[src/rtl/mem_pkg.sv]
// Shared definitions for the MEM-stage memory access controller.
//   - MIPS load/store primary opcodes
//   - sequencer state encoding
//   - watchdog counter width
//   - byte/halfword lane selection and store-merge helpers
package mem_pkg;

    localparam logic [5:0] OpLb  = 6'b100000;
    localparam logic [5:0] OpLh  = 6'b100001;
    localparam logic [5:0] OpLw  = 6'b100011;
    localparam logic [5:0] OpLbu = 6'b100100;
    localparam logic [5:0] OpLhu = 6'b100101;
    localparam logic [5:0] OpSb  = 6'b101000;
    localparam logic [5:0] OpSh  = 6'b101001;
    localparam logic [5:0] OpSw  = 6'b101011;

    localparam int unsigned CntW = 8;

    typedef enum logic [1:0] {
        StIdle,
        StRd,
        StWr,
        StResp
    } state_t;

    function automatic logic is_mem_op(input logic [5:0] op);
        return op inside {OpLb, OpLh, OpLw, OpLbu, OpLhu, OpSb, OpSh, OpSw};
    endfunction

    function automatic logic is_load(input logic [5:0] op);
        return op inside {OpLb, OpLh, OpLw, OpLbu, OpLhu};
    endfunction

    // Little-endian: lane 0 is bits [7:0].
    function automatic logic [7:0] lane_byte(input logic [31:0] w, input logic [1:0] lane);
        return w[{lane, 3'b000} +: 8];
    endfunction

    function automatic logic [15:0] lane_half(input logic [31:0] w, input logic hi);
        return w[{hi, 4'b0000} +: 16];
    endfunction

    // Read-modify-write merge for SB/SH; other opcodes return the old word untouched.
    function automatic logic [31:0] merge_store(input logic [5:0]  op,
                                                input logic [1:0]  lane,
                                                input logic [31:0] old_word,
                                                input logic [31:0] data);
        logic [31:0] w;
        w = old_word;
        if (op == OpSb) begin
            w[{lane, 3'b000} +: 8] = data[7:0];
        end else if (op == OpSh) begin
            w[{lane[1], 4'b0000} +: 16] = data[15:0];
        end
        return w;
    endfunction

endpackage

[src/rtl/load_extend.sv]
// Load result extension (combinational).
//   opcode  : load opcode (LB/LH/LW/LBU/LHU); anything else passes the word
//   addr_lo : byte address bits [1:0], selects the lane
//   word    : raw 32-bit memory word
//   result  : sign- or zero-extended load value
module load_extend
    import mem_pkg::*;
(
    input  logic [5:0]  opcode,
    input  logic [1:0]  addr_lo,
    input  logic [31:0] word,
    output logic [31:0] result
);

    logic [7:0]  b;
    logic [15:0] h;

    always_comb begin
        b      = lane_byte(word, addr_lo);
        h      = lane_half(word, addr_lo[1]);
        result = word;
        case (opcode)
            OpLb:    result = {{24{b[7]}}, b};
            OpLbu:   result = {24'b0, b};
            OpLh:    result = {{16{h[15]}}, h};
            OpLhu:   result = {16'b0, h};
            default: result = word;
        endcase
    end

endmodule

[src/rtl/mem_access_ctrl.sv]
// MEM-stage sequencer between the pipeline and a variable-latency word memory.
// Performs loads, word stores and read-modify-write for SB/SH, extends load
// results, stalls the pipeline until each access completes and raises a bus
// error when the memory fails to answer within TIMEOUT_CYC cycles.
//
// Ports:
//   clk, reset           : clock, synchronous active-high reset
//   req_valid, opcode    : memory instruction present in MEM, MIPS primary opcode
//   addr, wdata          : byte address and store data
//   stall                : freeze upstream stages
//   rdata, rdata_valid   : extended load result and its valid strobe
//   exc_align, exc_bus   : one-cycle misalignment / timeout pulses
//   mem_addr             : word address to memory
//   mem_re, mem_we       : registered read / write requests, held until mem_ready
//   mem_wdata            : write word
//   mem_rdata, mem_ready : read word and request completion from memory
//
// Build option: define MISALIGN_TRAP_EN to trap misaligned halfword/word accesses
// instead of silently ignoring the low address bits.
module mem_access_ctrl
    import mem_pkg::*;
#(
    parameter int unsigned ADDR_W      = 32,
    parameter int unsigned TIMEOUT_CYC = 255
) (
    input  logic              clk,
    input  logic              reset,
    input  logic              req_valid,
    input  logic [5:0]        opcode,
    input  logic [ADDR_W-1:0] addr,
    input  logic [31:0]       wdata,
    output logic              stall,
    output logic [31:0]       rdata,
    output logic              rdata_valid,
    output logic              exc_align,
    output logic              exc_bus,
    output logic [ADDR_W-3:0] mem_addr,
    output logic              mem_re,
    output logic              mem_we,
    output logic [31:0]       mem_wdata,
    input  logic [31:0]       mem_rdata,
    input  logic              mem_ready
);

    localparam logic [CntW-1:0] TimeoutVal = CntW'(TIMEOUT_CYC);

    state_t          state_q;
    logic [5:0]      op_q;
    logic [1:0]      lane_q;
    logic [CntW-1:0] cnt_q;
    logic [31:0]     ext_word;
    logic            new_req;
    logic            misalign;

    assign new_req = req_valid && is_mem_op(opcode);

`ifdef MISALIGN_TRAP_EN
    always_comb begin
        misalign = 1'b0;
        case (opcode)
            OpLh, OpLhu, OpSh: misalign = addr[0];
            OpLw, OpSw:        misalign = (addr[1:0] != 2'b00);
            default:           misalign = 1'b0;
        endcase
    end
`else
    assign misalign = 1'b0;
`endif

    // Extension runs on the incoming word so the result can be registered into RESP.
    load_extend u_load_extend (
        .opcode  (op_q),
        .addr_lo (lane_q),
        .word    (mem_rdata),
        .result  (ext_word)
    );

    // The request cycle itself must already stall, hence the IDLE term.
    assign stall = (state_q == StIdle && new_req) || state_q == StRd || state_q == StWr;

    always_ff @(posedge clk) begin
        if (reset) begin
            state_q     <= StIdle;
            op_q        <= '0;
            lane_q      <= '0;
            cnt_q       <= '0;
            rdata       <= '0;
            rdata_valid <= 1'b0;
            exc_align   <= 1'b0;
            exc_bus     <= 1'b0;
            mem_addr    <= '0;
            mem_re      <= 1'b0;
            mem_we      <= 1'b0;
            mem_wdata   <= '0;
        end else begin
            rdata_valid <= 1'b0;
            exc_align   <= 1'b0;
            exc_bus     <= 1'b0;
            case (state_q)
                StIdle: begin
                    if (new_req) begin
                        op_q     <= opcode;
                        lane_q   <= addr[1:0];
                        mem_addr <= addr[ADDR_W-1:2];
                        cnt_q    <= '0;
                        if (misalign) begin
                            exc_align <= 1'b1;
                            state_q   <= StResp;
                        end else if (opcode == OpSw) begin
                            mem_we    <= 1'b1;
                            mem_wdata <= wdata;
                            state_q   <= StWr;
                        end else begin
                            mem_re  <= 1'b1;
                            state_q <= StRd;
                        end
                    end
                end
                StRd: begin
                    if (mem_ready) begin
                        mem_re <= 1'b0;
                        if (is_load(op_q)) begin
                            rdata       <= ext_word;
                            rdata_valid <= 1'b1;
                            state_q     <= StResp;
                        end else begin
                            // wdata is still valid: the pipeline is frozen while stalled.
                            mem_wdata <= merge_store(op_q, lane_q, mem_rdata, wdata);
                            mem_we    <= 1'b1;
                            cnt_q     <= '0;
                            state_q   <= StWr;
                        end
                    end else begin
                        cnt_q <= cnt_q + CntW'(1);
                        if (cnt_q + CntW'(1) == TimeoutVal) begin
                            mem_re  <= 1'b0;
                            exc_bus <= 1'b1;
                            state_q <= StResp;
                        end
                    end
                end
                StWr: begin
                    if (mem_ready) begin
                        mem_we  <= 1'b0;
                        state_q <= StResp;
                    end else begin
                        cnt_q <= cnt_q + CntW'(1);
                        if (cnt_q + CntW'(1) == TimeoutVal) begin
                            mem_we  <= 1'b0;
                            exc_bus <= 1'b1;
                            state_q <= StResp;
                        end
                    end
                end
                StResp: begin
                    state_q <= StIdle;
                end
                default: begin
                    state_q <= StIdle;
                end
            endcase
        end
    end

endmodule

[config.mk]
export PLATFORM = sky130hd
export DESIGN_NAME = mem_access_ctrl
export DESIGN_NICKNAME = d
export VERILOG_FILES = /design/src/rtl/mem_pkg.sv /design/src/rtl/load_extend.sv /design/src/rtl/mem_access_ctrl.sv
export SDC_FILE = /design/constraint.sdc
export NUM_CORES = 1
export LEC_CHECK = 0
export CAP_MARGIN = 20
export CORE_MARGIN = 3
export CORE_UTILIZATION = 40
export DETAILED_ROUTE_END_ITERATION = 7
export GPL_TIMING_DRIVEN = 0
export PLACE_DENSITY = 0.8
export REMOVE_ABC_BUFFERS = 1
export SLEW_MARGIN = 20
export SYNTH_ARGS = -nofsm -noshare
export SYNTH_HDL_FRONTEND = slang
export SYNTH_HIERARCHICAL = 1
export SYNTH_SLANG_ARGS = --single-unit
[constraint.sdc]
create_clock -name clk -period 2.65 [get_ports clk]
set_input_delay 0.265 -clock clk [delete_from_list [all_inputs] [get_ports clk]]
set_output_delay 0.265 -clock clk [all_outputs]
set_load 0.01 [all_outputs]
-- Word level (Yosys, flattened, before mapping)
Index checks and enable logic that the tools add are counted.
- output and inout port bits: 100
- word-level logic and storage cells: 103
- bits of input ports: 106
- bits in registers: 116
- $add $sub $neg: 3
- shift-type cells: 6
- reduce and logical (&&, ||, !) cells: 18
- bitwise logic cells: 3
- eq/ne operators: 28
- multiplexer cells: 34
- operator list (cell ; count):
    $mux W32 ; 6
    $pmux W32 S4 ; 1
    $eq A6 B6 Y1 const B ; 15
    $bwmux W32 ; 2
    $pmux W32 S2 ; 1
    $mux W8 ; 4
    $shift A16 B7 Y32 const A ; 1
    $shift A8 B7 Y32 const A ; 1
    $shiftx A16 B7 Y32 ; 1
    $shiftx A32 B6 Y16 ; 1
    $shiftx A32 B6 Y8 ; 1
    $shiftx A8 B7 Y32 ; 1
    $pmux W8 S3 ; 1
    $neg A5 Y7 ; 2
    $mux W1 ; 11
    $mux W2 ; 5
    $ne A2 B2 Y1 const B ; 5
    $add A8 B1 Y8 const B ; 1
    $eq A8 B8 Y1 const B ; 1
    $pmux W2 S4 ; 1
    $reduce_and A4 Y1 ; 2
    $reduce_bool A8 Y1 ; 1
    $ne A3 B2 Y1 const B ; 2
    $reduce_and A6 Y1 ; 1
    18 further kinds ; 24

-- Logic depth before layout (Yosys ltp)
Gate-level depths: netlist of the first run.
- depth after elaboration: 8
- depth in mapped cells: 10
- gate-level depth less buffers: 7

-- By module
The synthesis of the first run kept the hierarchy.
- modules (own cells, without submodules) (module ; seq. area each (sq um) ; cells each ; area an instance (sq um) ; times used):
    mem_access_ctrl ; 2322.2 ; 667 ; 5421.4 ; 1
    load_extend ; 0.0 ; 116 ; 664.4 ; 1

-- Least setup slack after synthesis of the first run
OpenSTA, ideal clock, no wires.
- path kind: reg2reg
- start point: register lane_q[0]
- end point: register mem_wdata[16]
- slack: 0.279 ns
- library setup time: 0.070 ns
- stages on the path, launching flop included: 8
- data required time: 2.580 ns
- buffers on the path: 0
- period minus slack after synthesis: 2.371 ns
- arrival: 2.301 ns
- cells stage by stage: dfxtp_1 -> inv_1 -> ha_1 -> inv_1 -> nor4_1 -> a221oi_1 -> a2111o_1 -> a21oi_1
- cells in the longest elaborated chain, start to end: 7
- elaborated cells on any way between the ends: 8
- classes of those cells: add/sub: 1; shift: 2; mux: 5
- RTL lines (what ; line ; text):
    from (decl) ; mem_access_ctrl.sv:49 ; logic [1:0] lane_q;
    from (signal assigned) ; mem_access_ctrl.sv:103 ; lane_q <= addr[1:0];
    $neg A5 Y7 * ; mem_pkg.sv:51 ; w[{lane, 3'b000} +: 8] = data[7:0];
    $shiftx A8 B7 Y32 / $shift A8 B7 Y32 (equally long branches) ; mem_pkg.sv:51 ;
    $bwmux W32 * ; mem_pkg.sv:51 ;
    $mux W32 * ; mem_pkg.sv:50 ; if (op == OpSb) begin
    $mux W32 * ; mem_access_ctrl.sv:122 ; if (is_load(op_q)) begin
    $mux W32 * ; mem_access_ctrl.sv:120 ; if (mem_ready) begin
    $pmux W32 S2 * ; mem_access_ctrl.sv:99 ; case (state_q)
    to (signal assigned) ; mem_access_ctrl.sv:111 ; mem_wdata <= wdata;
    to (signal assigned) ; mem_access_ctrl.sv:128 ; mem_wdata <= merge_store(op_q, lane_q, mem_rdata, wdata);
    to (decl) ; mem_access_ctrl.sv:40 ; output logic [31:0] mem_wdata,
Mark *: on every way between the ends. The rest lies on a longest branch, timed or not. The select of a mux whose other input is x is not followed.
A chain may end at the register's enable or synchronous reset.

-- Final worst setup path of the first run
- start point: register op_q[3]
- end point: register mem_wdata[9]
- cells in the longest elaborated chain, start to end: 6
- elaborated cells on any way between the ends: 15
- classes of those cells: eq/ne: 8; mux: 5; reduce/logical: 2
- RTL lines (what ; line ; text):
    from (decl) ; mem_access_ctrl.sv:48 ; logic [5:0] op_q;
    from (signal assigned) ; mem_access_ctrl.sv:102 ; op_q <= opcode;
    $eq A6 B6 Y1 ; mem_pkg.sv:52 ; end else if (op == OpSh) begin
    $mux W32 ; mem_pkg.sv:52 ;
    $mux W32 ; mem_pkg.sv:50 ;
    $mux W32 ; mem_access_ctrl.sv:122 ;
    $mux W32 ; mem_access_ctrl.sv:120 ;
    $pmux W32 S2 ; mem_access_ctrl.sv:99 ;
Parallel ways exist; a longest one is shown, timed or not. The select of a mux whose other input is x is not followed.

==> results.ini, run 1 <==
[sta]
slew_headroom_pct = 42.67
worst_pin_slew_ns = 0.8542
period_minus_slack_ns = 2.583
hold_viol_final = 0
fin_crit_sh_pct = 97.48
setup_violations = 0
drv_slew = 0
rsz0062_at_grt = yes
max_freq_mhz = 387.1
skew_ns = 0.01369

[synthesis]
yosysWarnings = 6
netlist_area_um2 = 6086
yosys_most_used_dff = dfxtp_1
synth_top_area_cell = dfxtp_1
yosysSeqAreaShare_pct = 38.16
synth_edf_count = 0
yosys.cell_types.count = 65
syn-instance-count = 783
ys_top_cells_by_area = dfxtp_1, nand2_1, a21oi_1, a221oi_1, nor2_1
netlist_top_cells_count = nand2_1, dfxtp_1, a21oi_1
synth_area_per_cell_um2 = 7.772
synth.most_common_cell = nand2_1
ys_ff_latch = 116
async_reset_ff_share_pct = 0
synth_top_area_share_pct = 38.16

[floorplanning]
die_w_um = 129.3
io_pins = 206
dieArea_um2 = 16730
start_util_pct = 41.40
core_area_um2 = 14700
fp.dieH_um = 129.3
rows = 44

[worst_setup_path]
required_ns = 2.99
cp_slowest_cell = o21ai_1
arrival_ns = 2.92
crit_chain = or3b_4, or2_2, o21ai_1, a221oi_1, nor3_1
crit_fanout = 8
end_kind = register
crit_buf_inv = 0
critPathKind = register to register
cp-start-kind = register
slowest_delay_ns = 0.69
cp_top_family = simple AND/OR/NAND/NOR gates

[run]
max-cap-violations = 0

[grt]
antenna_found_initial = 0
grt_pass1_vias = 6269
globalRouteOverflowTotal = 0
grt_pass1_wl_um = 32680
track_usage_pct = 24.80
grt_start_max_net_pins = 85

[finish]
nFillCells = 1288
nets = 1089
finalInstanceArea_um2 = 9072
synthToLayoutAreaGrowth_pct = 49.07
post_layout_nonfiller_instances = 1167
antenna-diode-count = 0
drive_gt1_share_pct = 8.952

[clock_tree]
h-tree-depth = 4
root_buffer = clkbuf_16
clock_sinks = 116
clockBufferDepth = 2
insertion_delay_ns = 0.42
cts_tree = yes
cts-buffers-inserted = 17
cts_hold_buffers = 0
clk_pin_slew_ns = 0.06

[placement]
dp.cells = 1124
numPortBuffers = 204
hpwl_um = 14670
place_congestion = 0.8963
dpl_cell_area_um2 = 8260

[power]
internal_power_mw = 4.005
pwr-share-seq_pct = 33.3
combinationalPowerShare_pct = 27.0
switching_share_pct = 31.34
peakVddDrop_uv = 542.7
powerDensity_nw_per_um2 = 643.0
p_leak_nw = 3.075
clkPwrFrac_pct = 39.7
power.net_switching_mw = 1.828
p_total_mw = 5.834

[detailed_routing]
dr.pass1.iters = 6
vias = 6683
wl_per_cell_um = 18.32
viasPerCell = 5.727
drtAntennaViolNets = 0
drt_iter0_drc = 632
drcViolationCount = 0
drt_wl_total_um = 21380

[run_status]
status = finished clean

[min_path]
hold_path.class = input pin to register

## worst reg2reg max path: stages, from the launching register on
cell and delay (ns):
dfxtp_1 0.56, or3b_4 0.49, or2_2 0.34, o21ai_1 0.69
a221oi_1 0.23, nor3_1 0.20
## cell usage in the layout (no fill, tap or decap), types with 6 or more instances in the layout
cell type	n
ha_1	11
nor2_1	71
a21oi_1	99
nand3_1	18
a2111o_1	16
clkbuf_16	17
o21ai_0	6
nand2_1	174
clkinvlp_4	6
mux2i_1	21
buf_4	11
o22ai_1	7
clkdlybuf4s50_1	203
nor2b_1	7
mux2_2	7
a22o_1	8
inv_1	10
a221oi_1	34
nand2b_1	9
dfxtp_1	115
nor3_1	38
## path summary, 6_finish.rpt
kind                 start       endpoint  slack [ns]  cells after the start
max                op_q[3]   mem_wdata[9]        0.07                      5
min                  reset       cnt_q[0]        0.19                      2
max reg2reg        op_q[3]   mem_wdata[9]        0.07                      5
min reg2reg  mem_wdata[21]  mem_wdata[21]        0.45                      2
## per-stage QoR
step | setup WS [ns] | hold slack [ns] | util (%) | setup TNS (ns)
6_report | 0.06669 | 0.1914 | 61.72 | 0
5_1_grt | -0.06059 | 0.2032 | 61.72 | -0.2784
4_1_cts | 0.02750 | 0.1809 | 61.12 | 0
3_5_place_dp | -0.9562 | 0.4439 | 56.20 | -47.83
3_3_place_gp | -2.709 | 0.4390 | 55.20 | -211.81
2_1_floorplan | -0.9807 | 0.3341 | - | -41.68
## cell type report
cell class | count | area [um2] | area share [%]
clock inverter | 13 | 148.9 | 1.641
clock buffer | 19 | 452.9 | 4.992
sequential | 116 | 2323 | 25.61
tap | 184 | 230.2 | 2.538
timing repair buffer | 221 | 2227 | 24.55
inverter | 12 | 45.04 | 0.4965
multi-input combinational | 602 | 3645 | 40.17
## repair_timing
action                                  in CTS  in global routing
pin swaps                                    2                  4
gates cloned                                 2                  0
setup buffers                                3                  6
endpoints found under the setup margin      75                 30
resized for setup                           12                  6
## per-layer routing
| metal | vias up | wire length [um] | global-route usage [%] |
|---|---|---|---|
| met5 | - | 0 | 0 |
| met1 | 3064 | 8429 | 30.02 |
| li1 | 3180 | - | - |
| met3 | 61 | 2371 | 8.120 |
| met2 | 378 | 9727 | 40.21 |
| met4 | 0 | 850 | 11.12 |
## sequential cells by signal, indices dropped and copies added (netlist names)
name         cells
mem_re           1
cnt_q            8
exc_bus          1
state_q          2
mem_wdata       32
mem_addr        30
rdata           32
rdata_valid      1
lane_q           2
mem_we           1
op_q             6
## power by group through the flow
stage	Combinational (mW)	Clock [mW]	Sequential, mW
floorplan	0.694	0	2.00
global placement	1.39	0	1.97
detailed placement	1.44	0	1.97
CTS	1.51	2.35	1.94
global route	1.69	2.45	1.96
finish	1.57	2.32	1.94
## kinds of logic (layout without fill, tap and decap cells)
kind of cell	count (synthesis)	count (layout)	synth area share (%)
compound gates	204	204	23.05
buf+inv	67	265	4.749
mux	28	28	4.749
flops	116	116	38.16
fa+ha+maj	13	13	2.673
xor+xnor	2	2	0.2879
simple gates	352	354	26.27
other cells	1	1	0.06162
No activity file was read; power rests on OpenSTA's default activity.
==> run 2, diff against run 1 <==
--- a/config.mk
+++ b/config.mk
@@ -10,6 +10,7 @@
 export CORE_UTILIZATION = 40
 export DETAILED_ROUTE_END_ITERATION = 7
 export GPL_TIMING_DRIVEN = 0
+export HOLD_SLACK_MARGIN = 0.05
 export PLACE_DENSITY = 0.8
 export REMOVE_ABC_BUFFERS = 1
 export SLEW_MARGIN = 20
==> results of run 2 <==
Final layout, timing and power as in run 1 (identical DEF).
